[config.mk]
export PLATFORM = sky130hd
export DESIGN_NAME = led_blink_multi_flat
export DESIGN_NICKNAME = d
export VERILOG_FILES = /design/src/rtl/led_blink_multi_if.sv /design/src/rtl/led_blink_multi.sv /design/src/flat_wrapper.sv
export SDC_FILE = /design/constraint.sdc
export NUM_CORES = 1
export LEC_CHECK = 0
export CORE_MARGIN = 3
export CORE_UTILIZATION = 56
export CTS_CLUSTER_DIAMETER = 60
export DETAILED_ROUTE_END_ITERATION = 7
export HOLD_SLACK_MARGIN = 0.08
export PLACE_DENSITY = 0.71
export SLEW_MARGIN = 5
export SYNTH_ARGS = -nofsm -noshare
export SYNTH_HDL_FRONTEND = slang
export SYNTH_SLANG_ARGS = --single-unit
export TNS_END_PERCENT = 100
[constraint.sdc]
create_clock -name clk -period 4.9 [get_ports clk]
set_input_delay 0.98 -clock clk [delete_from_list [all_inputs] [get_ports clk]]
set_output_delay 0.98 -clock clk [all_outputs]
set_load 0.02 [all_outputs]
[src/rtl/led_blink_multi_if.sv]
`default_nettype none
// ============================================================================
//  Module   : led_blink_multi_if
//  Brief    : Configuration write port (valid/ready) for led_blink_multi.
//  Revision : 1.0 - initial release
// ============================================================================
interface led_blink_multi_if #(
    parameter int NUM_CH = 4,
    parameter int PER_W  = 16
);
    localparam int CH_W = $clog2(NUM_CH) + 1;

    logic             cfg_valid;
    logic             cfg_ready;
    logic [CH_W-1:0]  cfg_ch;
    logic [1:0]       cfg_mode;
    logic [PER_W-1:0] cfg_period;
    logic [PER_W-1:0] cfg_duty;
    logic             cfg_err;

    modport master (
        output cfg_valid, cfg_ch, cfg_mode, cfg_period, cfg_duty,
        input  cfg_ready, cfg_err
    );

    modport slave (
        input  cfg_valid, cfg_ch, cfg_mode, cfg_period, cfg_duty,
        output cfg_ready, cfg_err
    );
endinterface
`default_nettype wire

[src/rtl/led_blink_multi.sv]
`default_nettype none
// ============================================================================
//  Module   : led_blink_multi
//  Brief    : Multi-channel LED driver (OFF/ON/BLINK/PWM) on a shared tick.
//             Optional macro LED_BCAST_EN: out-of-range channel = broadcast.
//  Revision : 1.0 - initial release
// ============================================================================
module led_blink_multi #(
    parameter int CLK_FREQ   = 50_000_000,
    parameter int TICK_HZ    = 1000,
    parameter int NUM_CH     = 4,
    parameter int PER_W      = 16,
    parameter int DEF_PERIOD = 500
) (
    input  wire logic              clk,
    input  wire logic              rst_n,
    led_blink_multi_if.slave       cfg,
    output logic                   tick,
    output logic [NUM_CH-1:0]      led
);

    localparam int c_TICK_DIV = CLK_FREQ / TICK_HZ;
    localparam int c_PRE_W    = (c_TICK_DIV > 1) ? $clog2(c_TICK_DIV) : 1;
    localparam logic [c_PRE_W-1:0] c_PRE_MAX = c_PRE_W'(c_TICK_DIV - 1);

    localparam logic [1:0] c_MODE_OFF   = 2'b00;
    localparam logic [1:0] c_MODE_ON    = 2'b01;
    localparam logic [1:0] c_MODE_BLINK = 2'b10;
    localparam logic [1:0] c_MODE_PWM   = 2'b11;

    // ------------------------------------------------------------------------
    // Shared prescaler
    // ------------------------------------------------------------------------
    logic [c_PRE_W-1:0] r_pre;
    logic               r_tick;

    always_ff @(posedge clk or negedge rst_n) begin
        if (!rst_n) begin
            r_pre  <= '0;
            r_tick <= 1'b0;
        end else begin
            r_tick <= (r_pre == c_PRE_MAX);
            if (r_pre == c_PRE_MAX) begin
                r_pre <= '0;
            end else begin
                r_pre <= r_pre + 1'b1;
            end
        end
    end

    assign tick = r_tick;

    // ------------------------------------------------------------------------
    // Write handshake: one busy cycle after every accepted write
    // ------------------------------------------------------------------------
    typedef enum logic [0:0] {
        ST_READY = 1'b0,
        ST_BUSY  = 1'b1
    } state_t;

    state_t r_state;
    state_t w_state_nxt;
    logic   w_accept;
    logic   w_ready;

    always_ff @(posedge clk or negedge rst_n) begin
        if (!rst_n) begin
            r_state <= ST_READY;
        end else begin
            r_state <= w_state_nxt;
        end
    end

    always_comb begin
        w_state_nxt = r_state;
        w_accept    = 1'b0;
        w_ready     = 1'b0;
        case (r_state)
            ST_READY: begin
                w_ready = 1'b1;
                if (cfg.cfg_valid) begin
                    w_accept    = 1'b1;
                    w_state_nxt = ST_BUSY;
                end
            end
            ST_BUSY: begin
                w_state_nxt = ST_READY;
            end
            default: begin
                w_state_nxt = ST_READY;
            end
        endcase
    end

    assign cfg.cfg_ready = w_ready;

    // ------------------------------------------------------------------------
    // Channel decode
    // ------------------------------------------------------------------------
    logic [31:0] w_ch_idx;
    logic        w_oob;

    assign w_ch_idx = 32'(cfg.cfg_ch);
    assign w_oob    = (w_ch_idx >= 32'(NUM_CH));

`ifdef LED_BCAST_EN
    assign cfg.cfg_err = 1'b0;
`else
    logic r_err;

    // Rejected writes still complete the handshake; only the error flag reacts.
    always_ff @(posedge clk or negedge rst_n) begin
        if (!rst_n) begin
            r_err <= 1'b0;
        end else begin
            r_err <= w_accept && w_oob;
        end
    end

    assign cfg.cfg_err = r_err;
`endif

    // ------------------------------------------------------------------------
    // Per-channel counter, phase and LED output
    // ------------------------------------------------------------------------
    for (genvar c = 0; c < NUM_CH; c++) begin : g_ch
        logic             w_load;
        logic [PER_W-1:0] w_eff;
        logic             w_wrap;
        logic [1:0]       r_mode;
        logic [PER_W-1:0] r_period;
        logic [PER_W-1:0] r_duty;
        logic [PER_W-1:0] r_cnt;
        logic             r_phase;
        logic             r_led;

`ifdef LED_BCAST_EN
        assign w_load = w_accept && ((w_ch_idx == 32'(c)) || w_oob);
`else
        assign w_load = w_accept && (w_ch_idx == 32'(c));
`endif
        assign w_eff  = (r_period == '0) ? PER_W'(1) : r_period;
        assign w_wrap = (r_cnt >= (w_eff - PER_W'(1)));

        // A write on a tick edge restarts the channel and drops that tick.
        always_ff @(posedge clk or negedge rst_n) begin
            if (!rst_n) begin
                r_mode   <= c_MODE_OFF;
                r_period <= PER_W'(DEF_PERIOD);
                r_duty   <= '0;
                r_cnt    <= '0;
                r_phase  <= 1'b0;
            end else if (w_load) begin
                r_mode   <= cfg.cfg_mode;
                r_period <= cfg.cfg_period;
                r_duty   <= cfg.cfg_duty;
                r_cnt    <= '0;
                r_phase  <= 1'b0;
            end else if (r_tick) begin
                if (w_wrap) begin
                    r_cnt <= '0;
                    if (r_mode == c_MODE_BLINK) begin
                        r_phase <= ~r_phase;
                    end
                end else begin
                    r_cnt <= r_cnt + PER_W'(1);
                end
            end
        end

        always_ff @(posedge clk or negedge rst_n) begin
            if (!rst_n) begin
                r_led <= 1'b0;
            end else begin
                case (r_mode)
                    c_MODE_OFF:   r_led <= 1'b0;
                    c_MODE_ON:    r_led <= 1'b1;
                    c_MODE_BLINK: r_led <= r_phase;
                    c_MODE_PWM:   r_led <= (r_cnt < r_duty);
                    default:      r_led <= 1'b0;
                endcase
            end
        end

        assign led[c] = r_led;
    end

endmodule
`default_nettype wire
[src/flat_wrapper.sv]
// flat-port wrapper written by rule: the top's interface ports become plain ports
module led_blink_multi_flat 
#(
    parameter int CLK_FREQ   = 50_000_000,
    parameter int TICK_HZ    = 1000,
    parameter int NUM_CH     = 4,
    parameter int PER_W      = 16,
    parameter int DEF_PERIOD = 500
)
  (clk, rst_n, tick, led, cfg_cfg_valid, cfg_cfg_ch, cfg_cfg_mode, cfg_cfg_period, cfg_cfg_duty, cfg_cfg_ready, cfg_cfg_err);
  led_blink_multi_if #(.NUM_CH(NUM_CH), .PER_W(PER_W)) cfg_i ();
  input  wire logic clk;
  input  wire logic rst_n;
  output logic tick;
  output logic [NUM_CH-1:0] led;
  input wire logic [$bits(cfg_i.cfg_valid)-1:0] cfg_cfg_valid;
  input wire logic [$bits(cfg_i.cfg_ch)-1:0] cfg_cfg_ch;
  input wire logic [$bits(cfg_i.cfg_mode)-1:0] cfg_cfg_mode;
  input wire logic [$bits(cfg_i.cfg_period)-1:0] cfg_cfg_period;
  input wire logic [$bits(cfg_i.cfg_duty)-1:0] cfg_cfg_duty;
  output wire logic [$bits(cfg_i.cfg_ready)-1:0] cfg_cfg_ready;
  output wire logic [$bits(cfg_i.cfg_err)-1:0] cfg_cfg_err;
  assign cfg_i.cfg_valid = cfg_cfg_valid;
  assign cfg_i.cfg_ch = cfg_cfg_ch;
  assign cfg_i.cfg_mode = cfg_cfg_mode;
  assign cfg_i.cfg_period = cfg_cfg_period;
  assign cfg_i.cfg_duty = cfg_cfg_duty;
  assign cfg_cfg_ready = cfg_i.cfg_ready;
  assign cfg_cfg_err = cfg_i.cfg_err;
  led_blink_multi #(.CLK_FREQ(CLK_FREQ), .TICK_HZ(TICK_HZ), .NUM_CH(NUM_CH), .PER_W(PER_W), .DEF_PERIOD(DEF_PERIOD)) u_core (.clk(clk), .rst_n(rst_n), .cfg(cfg_i), .tick(tick), .led(led));
endmodule
==> results.json, run 1 <==
{
  "outcome": "complete, no violations",
  "power.leakage_nw": 7.13,
  "skew_ps": 14.9,
  "tns_ps": 0,
  "post_cts_buffers": 0,
  "synth_top_area_share_pct": 37.7,
  "ctsLongestPathBuffers": 3,
  "vias": 10700,
  "clock-sinks": 227,
  "hold_class": "reg -> reg",
  "synth_edf_count": 0,
  "rows": 56,
  "cts_buffers": 27,
  "die_w_um": 161,
  "die_h_um": 161,
  "max_slew_margin_pct": 28.9,
  "drc": 0,
  "core-area_um2": 23500,
  "cp_max_fo": 19,
  "ys_ff_latch": 227,
  "syn_area_um2": 13500,
  "hold_violations": 0,
  "syn_nets": 1657,
  "worstSetupPathType": "reg -> reg",
  "first_iter_violations": 845,
  "path_clk_slew_ps": 60,
  "synth_top_flop_cell": "dfrtp_1",
  "finalMaxSlewViolations": 0,
  "dpl.cell_count": 1815,
  "arrival_ps": 4900,
  "gp_congestion": 0.881,
  "fin_crit_ps": 4500,
  "ctsResizeCount": 0,
  "num-nets-final": 1698,
  "drtPass1Iterations": 5,
  "port_buffers": 46,
  "initial_utilization_pct": 57.2,
  "synth_top_area_cell": "dfrtp_1",
  "synth_area_leaders": "dfrtp_1 (38%), ha_1 (12%), nand2_1 (8.5%), dfstp_2 (4.7%), xnor2_1 (3.7%)",
  "syn_inst": 1484,
  "fmax_ghz": 0.222,
  "synthArstFlopShare_pct": 100,
  "synth-warning-count": 0,
  "place_hpwl_mm": 23.7,
  "cts_tree": "done",
  "rsz0062_at_grt": "false",
  "endpoint_kind": "flip-flop",
  "pwr_density_cell_nw_per_um2": 390,
  "antenna_found_initial": 0,
  "die_area_um2": 25900,
  "maxCapViolCount": 0,
  "grt_max_degree": 136,
  "drt_wl_total_mm": 33.7,
  "via_per_inst": 5.76,
  "grt_overflow": 0,
  "finalNonFillerCells": 1866,
  "avgSynthCellArea_um2": 9.07,
  "clock_latency_ps": 540,
  "n_fill_cell": 1962,
  "syn_to_final_growth_pct": 12.5,
  "wl_per_cell_um": 18.0,
  "root_buffer": "clkbuf_16",
  "ctsHoldBuffers": 0,
  "cp-start-kind": "flip-flop",
  "drive_gt1_share_pct": 7.83,
  "critPathRequiredTime_ps": 5300,
  "yosysSeqAreaShare_pct": 42.4,
  "worst_pin_slew_ps": 1070,
  "yosysUniqueCellTypes": 72,
  "setup-violations-final": 0,
  "cts_max_level": 1,
  "grt_pass1_wl_mm": 54.7,
  "period_share_pct": 91.9,
  "track_usage_pct": 26.3,
  "grt_pass1_vias": 10500,
  "postRouteAntennaNets": 0,
  "boundaryPins": 47,
  "irDropWorstVdd_mv": 0.309
}
## layout make-up
cell class | instances | area [µm²] | area share [%]
Inverter | 86 | 323 | 2.13
Timing Repair Buffer | 58 | 568 | 3.75
Clock inverter | 12 | 151 | 0.999
Antenna cell | 1 | 2.50 | 0.0165
Tap cell | 319 | 399 | 2.63
Multi-Input combinational cell | 1125 | 7230 | 47.7
Clock buffer | 38 | 767 | 5.06
Sequential cell | 227 | 5710 | 37.7
## critical path, cell delays in order (launching register included)
cell and delay [ps]:
dfstp_2 390, or4_1 560, nor4b_2 300, nand2b_1 150, nor2_1 140, a21oi_1 110, ha_1 230, nand2_1 110
nor3_1 110, xnor2_1 160, ha_1 320, and3_1 180, o211ai_1 90, or3_1 370, a211oi_4 700, o41a_1 360
nor3_1 90
## per-layer routing
layer | track usage, % | wire length [µm]
met5 | 0 | 0
met3 | 4.72 | 2030
met2 | 41.9 | 15200
met4 | 8.92 | 1050
met1 | 36.6 | 15400
## registers in the layout (all words and copies together), names as in the netlist
signal and cells:
u_core.r_pre 16, u_core.r_state 1, u_core.cfg.cfg_err 1, u_core.tick 1, u_core.g_ch.r_mode 8, u_core.g_ch.r_phase 4, u_core.g_ch.r_period 64, u_core.g_ch.r_led 4
u_core.g_ch.r_duty 64, u_core.g_ch.r_cnt 64
## synth_stat cells, types with 8 or more instances
library cell  number
dfrtp_1          203
nor2b_1           12
or4_1              8
o31ai_1            8
a31oi_1           19
o21ai_0           94
dfstp_2           24
nor4_1            12
ha_1             133
nor2_1           107
nand3_1           31
clkbuf_1          30
inv_1             86
nand3b_1          10
xor2_1            36
buf_2              8
nand4_1           32
and3_1            15
xnor2_1           57
a21o_1            33
nor3_1            34
nand2_1          306
a21oi_1           47
mux2_2            19
nand2b_1          17
## stage by stage
| stage | power (W) | util [%] | instance area [µm²] | hold WS, ps | worst slack, ps |
|---|---|---|---|---|---|
| 2_1_floorplan | 0.00343 | - | 13500 | 432 | 986 |
| 3_3_place_gp | 0.00380 | 60.5 | 14200 | 455 | 596 |
| 3_5_place_dp | 0.00387 | 60.5 | 14200 | 462 | 472 |
| 4_1_cts | 0.00596 | 64.4 | 15200 | 469 | 444 |
| 5_1_grt | 0.00629 | 64.4 | 15200 | 493 | 127 |
| 6_report | 0.00591 | 64.4 | 15200 | 465 | 395 |
## cells by family (layout without fill, tap and decap cells)
family          after synthesis  after routing  synth area share [%]
xor+xnor                     93             93                  6.05
fa+ha+maj                   133            133                  12.4
simple gates                624            624                  21.6
other cells                   0              1                     0
mux                          20             20                  1.66
buf+inv                     132            194                  3.95
flops                       227            227                  42.4
compound gates              255            255                  12.0
## placed cells by master (no fill, tap or decap), types with 15 or more instances in the layout
cell             count
mux2_2              19
xnor2_1             57
dfstp_2             24
dfrtp_1            203
nand4_1             32
nor2_1             107
nor3_1              34
nand2_1            306
o21ai_0             94
nand2b_1            17
clkbuf_16           27
a21oi_1             47
clkdlybuf4s50_1     45
ha_1               133
a21o_1              33
a31oi_1             19
and3_1              15
xor2_1              36
inv_1               86
nand3_1             31
## worst paths after layout
kind	startpoint	end	slack, ps	cells past startpoint
worst max-delay path	u_core.g_ch[3].r_period[7]	u_core.g_ch[3].r_cnt[9]	400	16
worst min-delay path	u_core.r_pre[0]	u_core.r_pre[0]	470	1
worst max register to register	u_core.g_ch[3].r_period[7]	u_core.g_ch[3].r_cnt[9]	400	16
worst min register to register	u_core.r_pre[0]	u_core.r_pre[0]	470	1
max in group asynchronous	rst_n	u_core.g_ch[0].r_cnt[6]	3410	2
min in group asynchronous	rst_n	u_core.g_ch[3].r_duty[8]	510	1
## power breakdown
group	switching (W)	leakage, nW	internal, W
Combinational	0.000764	3.84	0.000604
Clock	0.000806	0.453	0.00125
Sequential	0.000269	2.84	0.00222
(Power assumes the default switching activity.)
==> run 2, diff against run 1 <==
- CORE_UTILIZATION: 56 -> 51
- PLACE_DENSITY: 0.71 -> 0.65
- SKIP_CTS_REPAIR_TIMING: not set -> 1
==> results.json, run 2 (synthesized netlist as in run 1, its figures left out) <==
{
  "maxCapViolCount": 0,
  "clock_latency_ps": 530,
  "dpl.cell_count": 1828,
  "grt_pass1_wl_mm": 54.2,
  "outcome": "complete, no violations",
  "rows": 58,
  "post-route-cell-area_um2": 15200,
  "drt_wl_total_mm": 33.8,
  "antenna_found_initial": 0,
  "die_h_um": 168,
  "boundaryPins": 47,
  "irDropWorstVdd_mv": 0.320,
  "pwr_density_cell_nw_per_um2": 388,
  "cts_tree": "done",
  "cp_max_fo": 10,
  "die_w_um": 168,
  "initial_utilization_pct": 52.7,
  "via_per_inst": 5.62,
  "core-area_um2": 25500,
  "syn_to_final_growth_pct": 12.7,
  "place_hpwl_mm": 24.1,
  "drtPass1Iterations": 5,
  "finalNonFillerCells": 1878,
  "drive_gt1_share_pct": 8.02,
  "worstSetupPathType": "reg -> reg",
  "vias": 10600,
  "root_buffer": "clkbuf_16",
  "dpl-instance-area_um2": 14300,
  "reg2reg_slack_ps": 480,
  "setup-violations-final": 0,
  "cts_max_level": 1,
  "port_buffers": 46,
  "worst_r2r_endpoint": "u_core.g_ch[3].r_cnt[2]",
  "fin_crit_ps": 4420,
  "final_common_cell": "nand2_1",
  "ctsLongestPathBuffers": 3,
  "arrival_ps": 4800,
  "path_clk_slew_ps": 60,
  "power.leakage_nw": 7.14,
  "first_iter_violations": 783,
  "grt_overflow": 0,
  "hold_violations": 0,
  "critPathRequiredTime_ps": 5280,
  "n_fill_cell": 2287,
  "skew_ps": 9.50,
  "tns_ps": 0,
  "grt_max_degree": 105,
  "rsz0062_at_grt": "false",
  "endpoint_kind": "flip-flop",
  "gp_congestion": 0.863,
  "finalMaxSlewViolations": 0,
  "cp-start-kind": "flip-flop",
  "worst_pin_slew_ps": 862,
  "track_usage_pct": 23.9,
  "final_cell_mix": "nand2_1 (306), dfrtp_1 (203), ha_1 (133), nor2_1 (107), o21ai_0 (94)",
  "hold_class": "in -> async",
  "period_share_pct": 90.2,
  "die_area_um2": 28400,
  "num-nets-final": 1700,
  "wl_per_cell_um": 18.0,
  "cts_buffers": 27,
  "reg2reg_from": "u_core.g_ch[3].r_period[7]",
  "rr_worst_depth": 17,
  "drc": 0,
  "max_slew_margin_pct": 42.5,
  "grt_pass1_vias": 9979,
  "postRouteAntennaNets": 0,
  "fmax_ghz": 0.226,
  "reg_top3": "u_core.g_ch.r_cnt: 64 flops, u_core.g_ch.r_duty: 64 flops, u_core.g_ch.r_period: 64 flops",
  "clock-sinks": 227
}
==> run 2: changes by cell type in the layout (fill, tap and decap cells not counted), moves of 2 or more <==
cell and delta:
clkinv_2 -3, buf_4 +3, clkbuf_8 +4, clkinv_4 +2, inv_6 -2
==> run 2: worst max-delay path, stage by stage, from the launching register on <==
cell,delay (ps)
dfstp_2,390
or4_1,580
nor4b_2,300
nand2b_1,150
nor2_1,150
a21oi_1,120
ha_1,230
nand2_1,100
nor3_1,110
xnor2_1,160
ha_1,310
and3_1,170
o211ai_1,90
or3_1,360
a211oi_4,460
buf_4,250
o41a_1,270
nor3_1,80
==> run 2: layer usage <==
metal / up-vias / global-route usage (%) / part of all wire (%) / wire, µm
li1: 5217 / - / - / -
met1: 5069 / 35.7 / 49 / 16400
met2: 214 / 36.7 / 44 / 14800
met5: - / 0 / 0 / 0
met3: 57 / 2.99 / 4.6 / 1560
met4: 0 / 6.83 / 3.0 / 1020
==> run 2: area by class of cell <==
type	instances	area (µm²)	area share [%]
repair buffers	60	571	3.76
well taps	330	413	2.72
flip-flops and latches	227	5710	37.6
diodes	1	2.50	0.0165
inverters	86	323	2.13
multi-input cells	1125	7230	47.7
clock buffers	41	818	5.39
clock inverters	8	106	0.701
==> run 2: worst max path at each step <==
stage / startpoint / end / slack (ps) / cells past startpoint
CTS: u_core.g_ch[3].r_period[7] / u_core.g_ch[3].r_cnt[9] / 490 / 17
global placement: u_core.g_ch[3].r_period[7] / u_core.g_ch[3].r_cnt[8] / 660 / 17
detailed placement: u_core.g_ch[3].r_period[7] / u_core.g_ch[3].r_cnt[9] / 520 / 17
finish: u_core.g_ch[3].r_period[7] / u_core.g_ch[3].r_cnt[2] / 480 / 17
floorplan: u_core.g_ch[3].r_period[7] / u_core.g_ch[3].r_cnt[13] / 990 / 17
global route: u_core.g_ch[3].r_period[7] / u_core.g_ch[3].r_cnt[10] / 160 / 17
==> run 2: through the flow <==
| step | util (%) | power, W | hold WS (ps) | setup slack (ps) |
|---|---|---|---|---|
| 5_1_grt | 59.4 | 0.00626 | 489 | 162 |
| 3_3_place_gp | 55.8 | 0.00381 | 455 | 660 |
| 2_1_floorplan | - | 0.00343 | 432 | 986 |
| 6_report | 59.4 | 0.00589 | 444 | 480 |
| 4_1_cts | 59.4 | 0.00595 | 473 | 486 |
| 3_5_place_dp | 55.8 | 0.00387 | 463 | 519 |
==> run 2: power breakdown <==
group	internal [W]	switching [W]	total [W]	leakage [nW]
Combinational	0.000600	0.000753	0.00135	3.85
Sequential	0.00222	0.000269	0.00249	2.84
Clock	0.00126	0.000797	0.00205	0.454
Total	0.00407	0.00182	0.00589	7.14
==> run 3, diff against run 2 <==
- PLACE_DENSITY: 0.65 -> 0.68
- clock period: 4.9 -> 3.8 ns (I/O delays scaled with it)
==> results.json, run 3 (synthesized netlist as in run 1, its figures left out) <==
{
  "outcome": "complete, but fails checks",
  "violations": "setup timing",
  "num-nets-final": 1767,
  "clock-sinks": 227,
  "pre_cts_slack_ps": -230,
  "tns_ps": -200,
  "grt-busiest-layer": "met2",
  "max_slew_margin_pct": 53.4,
  "first_iter_violations": 689,
  "drtPass1Iterations": 5,
  "rsz0062_at_grt": "true",
  "maxCapViolCount": 0,
  "worst_r2r_endpoint": "u_core.g_ch[3].r_cnt[13]",
  "die_area_um2": 28400,
  "reg2reg_from": "u_core.g_ch[3].r_period[7]",
  "hold_class": "in -> async",
  "final_common_cell": "nand2_1",
  "crit_slowest_cell": "or4_4",
  "path_clk_slew_ps": 60,
  "crit_path_max_incr_delay_ps": 560,
  "clock_latency_ps": 530,
  "initial_utilization_pct": 52.7,
  "path_depth": 18,
  "rr_worst_depth": 18,
  "die_w_um": 168,
  "worst_slack_ps": -77.3,
  "cts_max_level": 1,
  "setup-violations-final": 8,
  "vias": 10800,
  "reg_top3": "u_core.g_ch.r_cnt: 64 flops, u_core.g_ch.r_duty: 64 flops, u_core.g_ch.r_period: 64 flops",
  "via_per_inst": 5.57,
  "wl_per_cell_um": 17.9,
  "grt_pass1_wl_mm": 54.9,
  "grt_overflow": 0,
  "worst_pin_slew_ps": 693,
  "crit_chain": "or4_4 > nor4b_4 > nand2b_1 > nor2_2 > a21oi_2 > ha_2 > nand2_2 > nor3_4 > xnor2_1 > ha_1 > and3_4 > o211ai_1 > or3_4 > a211oi_4 > buf_12 > clkbuf_16 > nor3_2 > a211o_1",
  "power.leakage_nw": 7.48,
  "critPathRequiredTime_ps": 4210,
  "cp-startpoint": "u_core.g_ch[3].r_period[7]",
  "met1_usage_pct": 32.4,
  "post-route-cell-area_um2": 16100,
  "syn_to_final_growth_pct": 19.5,
  "die_h_um": 168,
  "port_buffers": 46,
  "pwr_density_cell_nw_per_um2": 479,
  "track_usage_pct": 24.1,
  "drive_gt1_share_pct": 14.4,
  "grt_pass1_vias": 10500,
  "critical_path_buf_inv_count": 2,
  "cts_buffers": 26,
  "endpoint_kind": "flip-flop",
  "core-area_um2": 25500,
  "irDropWorstVdd_mv": 0.411,
  "hold_violations": 0,
  "antenna_found_initial": 0,
  "postRouteAntennaNets": 0,
  "skew_ps": 8.31,
  "period_share_pct": 102,
  "boundaryPins": 47,
  "ctsLongestPathBuffers": 3,
  "crit_family": "simple AND/OR/NAND/NOR gates",
  "cp_max_fo": 5,
  "drc": 0,
  "fmax_ghz": 0.258,
  "reg2reg_slack_ps": -80,
  "crit_end": "u_core.g_ch[3].r_cnt[13]",
  "gp_congestion": 0.869,
  "finalMaxSlewViolations": 0,
  "final_util_pct": 63.0,
  "root_buffer": "clkbuf_16",
  "rows": 58,
  "final_cell_mix": "nand2_1 (303), dfrtp_1 (203), ha_1 (130), nor2_1 (103), o21ai_0 (91)",
  "drt_wl_total_mm": 34.8,
  "cts_tree": "done",
  "worstSetupPathType": "reg -> reg",
  "grt_use_met2_pct": 40.1,
  "arrival_ps": 4290,
  "fin_crit_ps": 3880,
  "place_hpwl_mm": 24.7,
  "grt_max_degree": 77,
  "cp-start-kind": "flip-flop",
  "n_fill_cell": 2122,
  "grt_use_met3_pct": 3.92,
  "dpl-instance-area_um2": 14600
}
[run 3: cell types whose count changed in the layout (fill, tap and decap cells not counted), moves of 5 or more]
cell / before / now
buf_4: 14 / 68
buf_6: 0 / 9
clkbuf_1: 5 / 12
nor3_1: 34 / 28
a21oi_1: 47 / 42
clkbuf_8: 9 / 4
[run 3: worst min-delay path by stage]
stage	to	startpoint	cells past startpoint
finish	u_core.g_ch[0].r_duty[5]	rst_n	1
global route	u_core.g_ch[0].r_duty[5]	rst_n	1
CTS	u_core.g_ch[0].r_duty[5]	rst_n	1
detailed placement	u_core.r_pre[0]	u_core.r_pre[0]	1
global placement	u_core.r_pre[0]	u_core.r_pre[0]	1
floorplan	u_core.r_pre[0]	u_core.r_pre[0]	1
[run 3: area by class of cell]
cell class / instances / area (µm²) / area share (%)
Inverter: 86 / 323 / 2.01
Sequential cell: 227 / 5710 / 35.5
Timing Repair Buffer: 128 / 1190 / 7.38
Antenna cell: 1 / 2.50 / 0.0155
Clock buffer: 43 / 776 / 4.82
Clock inverter: 5 / 57.6 / 0.358
Tap cell: 330 / 413 / 2.57
Multi-Input combinational cell: 1125 / 7630 / 47.4
[run 3: stage by stage]
| stage | std cells | total power, W | hold slack (ps) |
|---|---|---|---|
| 3_5_place_dp | 1871 | 0.00511 | 461 |
| 3_3_place_gp | 1871 | 0.00503 | 450 |
| 2_1_floorplan | 1484 | 0.00445 | 432 |
| 4_1_cts | 1919 | 0.00757 | 203 |
| 5_1_grt | 1944 | 0.00819 | 238 |
| 6_report | 1945 | 0.00770 | 196 |
[run 3: worst reg2reg max path, stage by stage (launching register included)]
cell and delay [ps]:
dfstp_2 370, or4_4 560, nor4b_4 250, nand2b_1 130
nor2_2 130, a21oi_2 80, ha_2 190, nand2_2 90
nor3_4 60, xnor2_1 130, ha_1 290, and3_4 170
o211ai_1 70, or3_4 340, a211oi_4 300, buf_12 160
clkbuf_16 140, nor3_2 30, a211o_1 270
[run 3: metal layers]
layer / part of all wire, % / wire length [µm]
met1: 45 / 15700
met2: 47 / 16200
met3: 5.5 / 1900
met4: 3.0 / 1050
met5: 0 / 0
[run 3: report_power, final]
| group | switching [W] | internal [W] |
|---|---|---|
| Combinational | 0.00113 | 0.000964 |
| Clock | 0.000978 | 0.00146 |
| Sequential | 0.000317 | 0.00286 |
| Total | 0.00242 | 0.00528 |
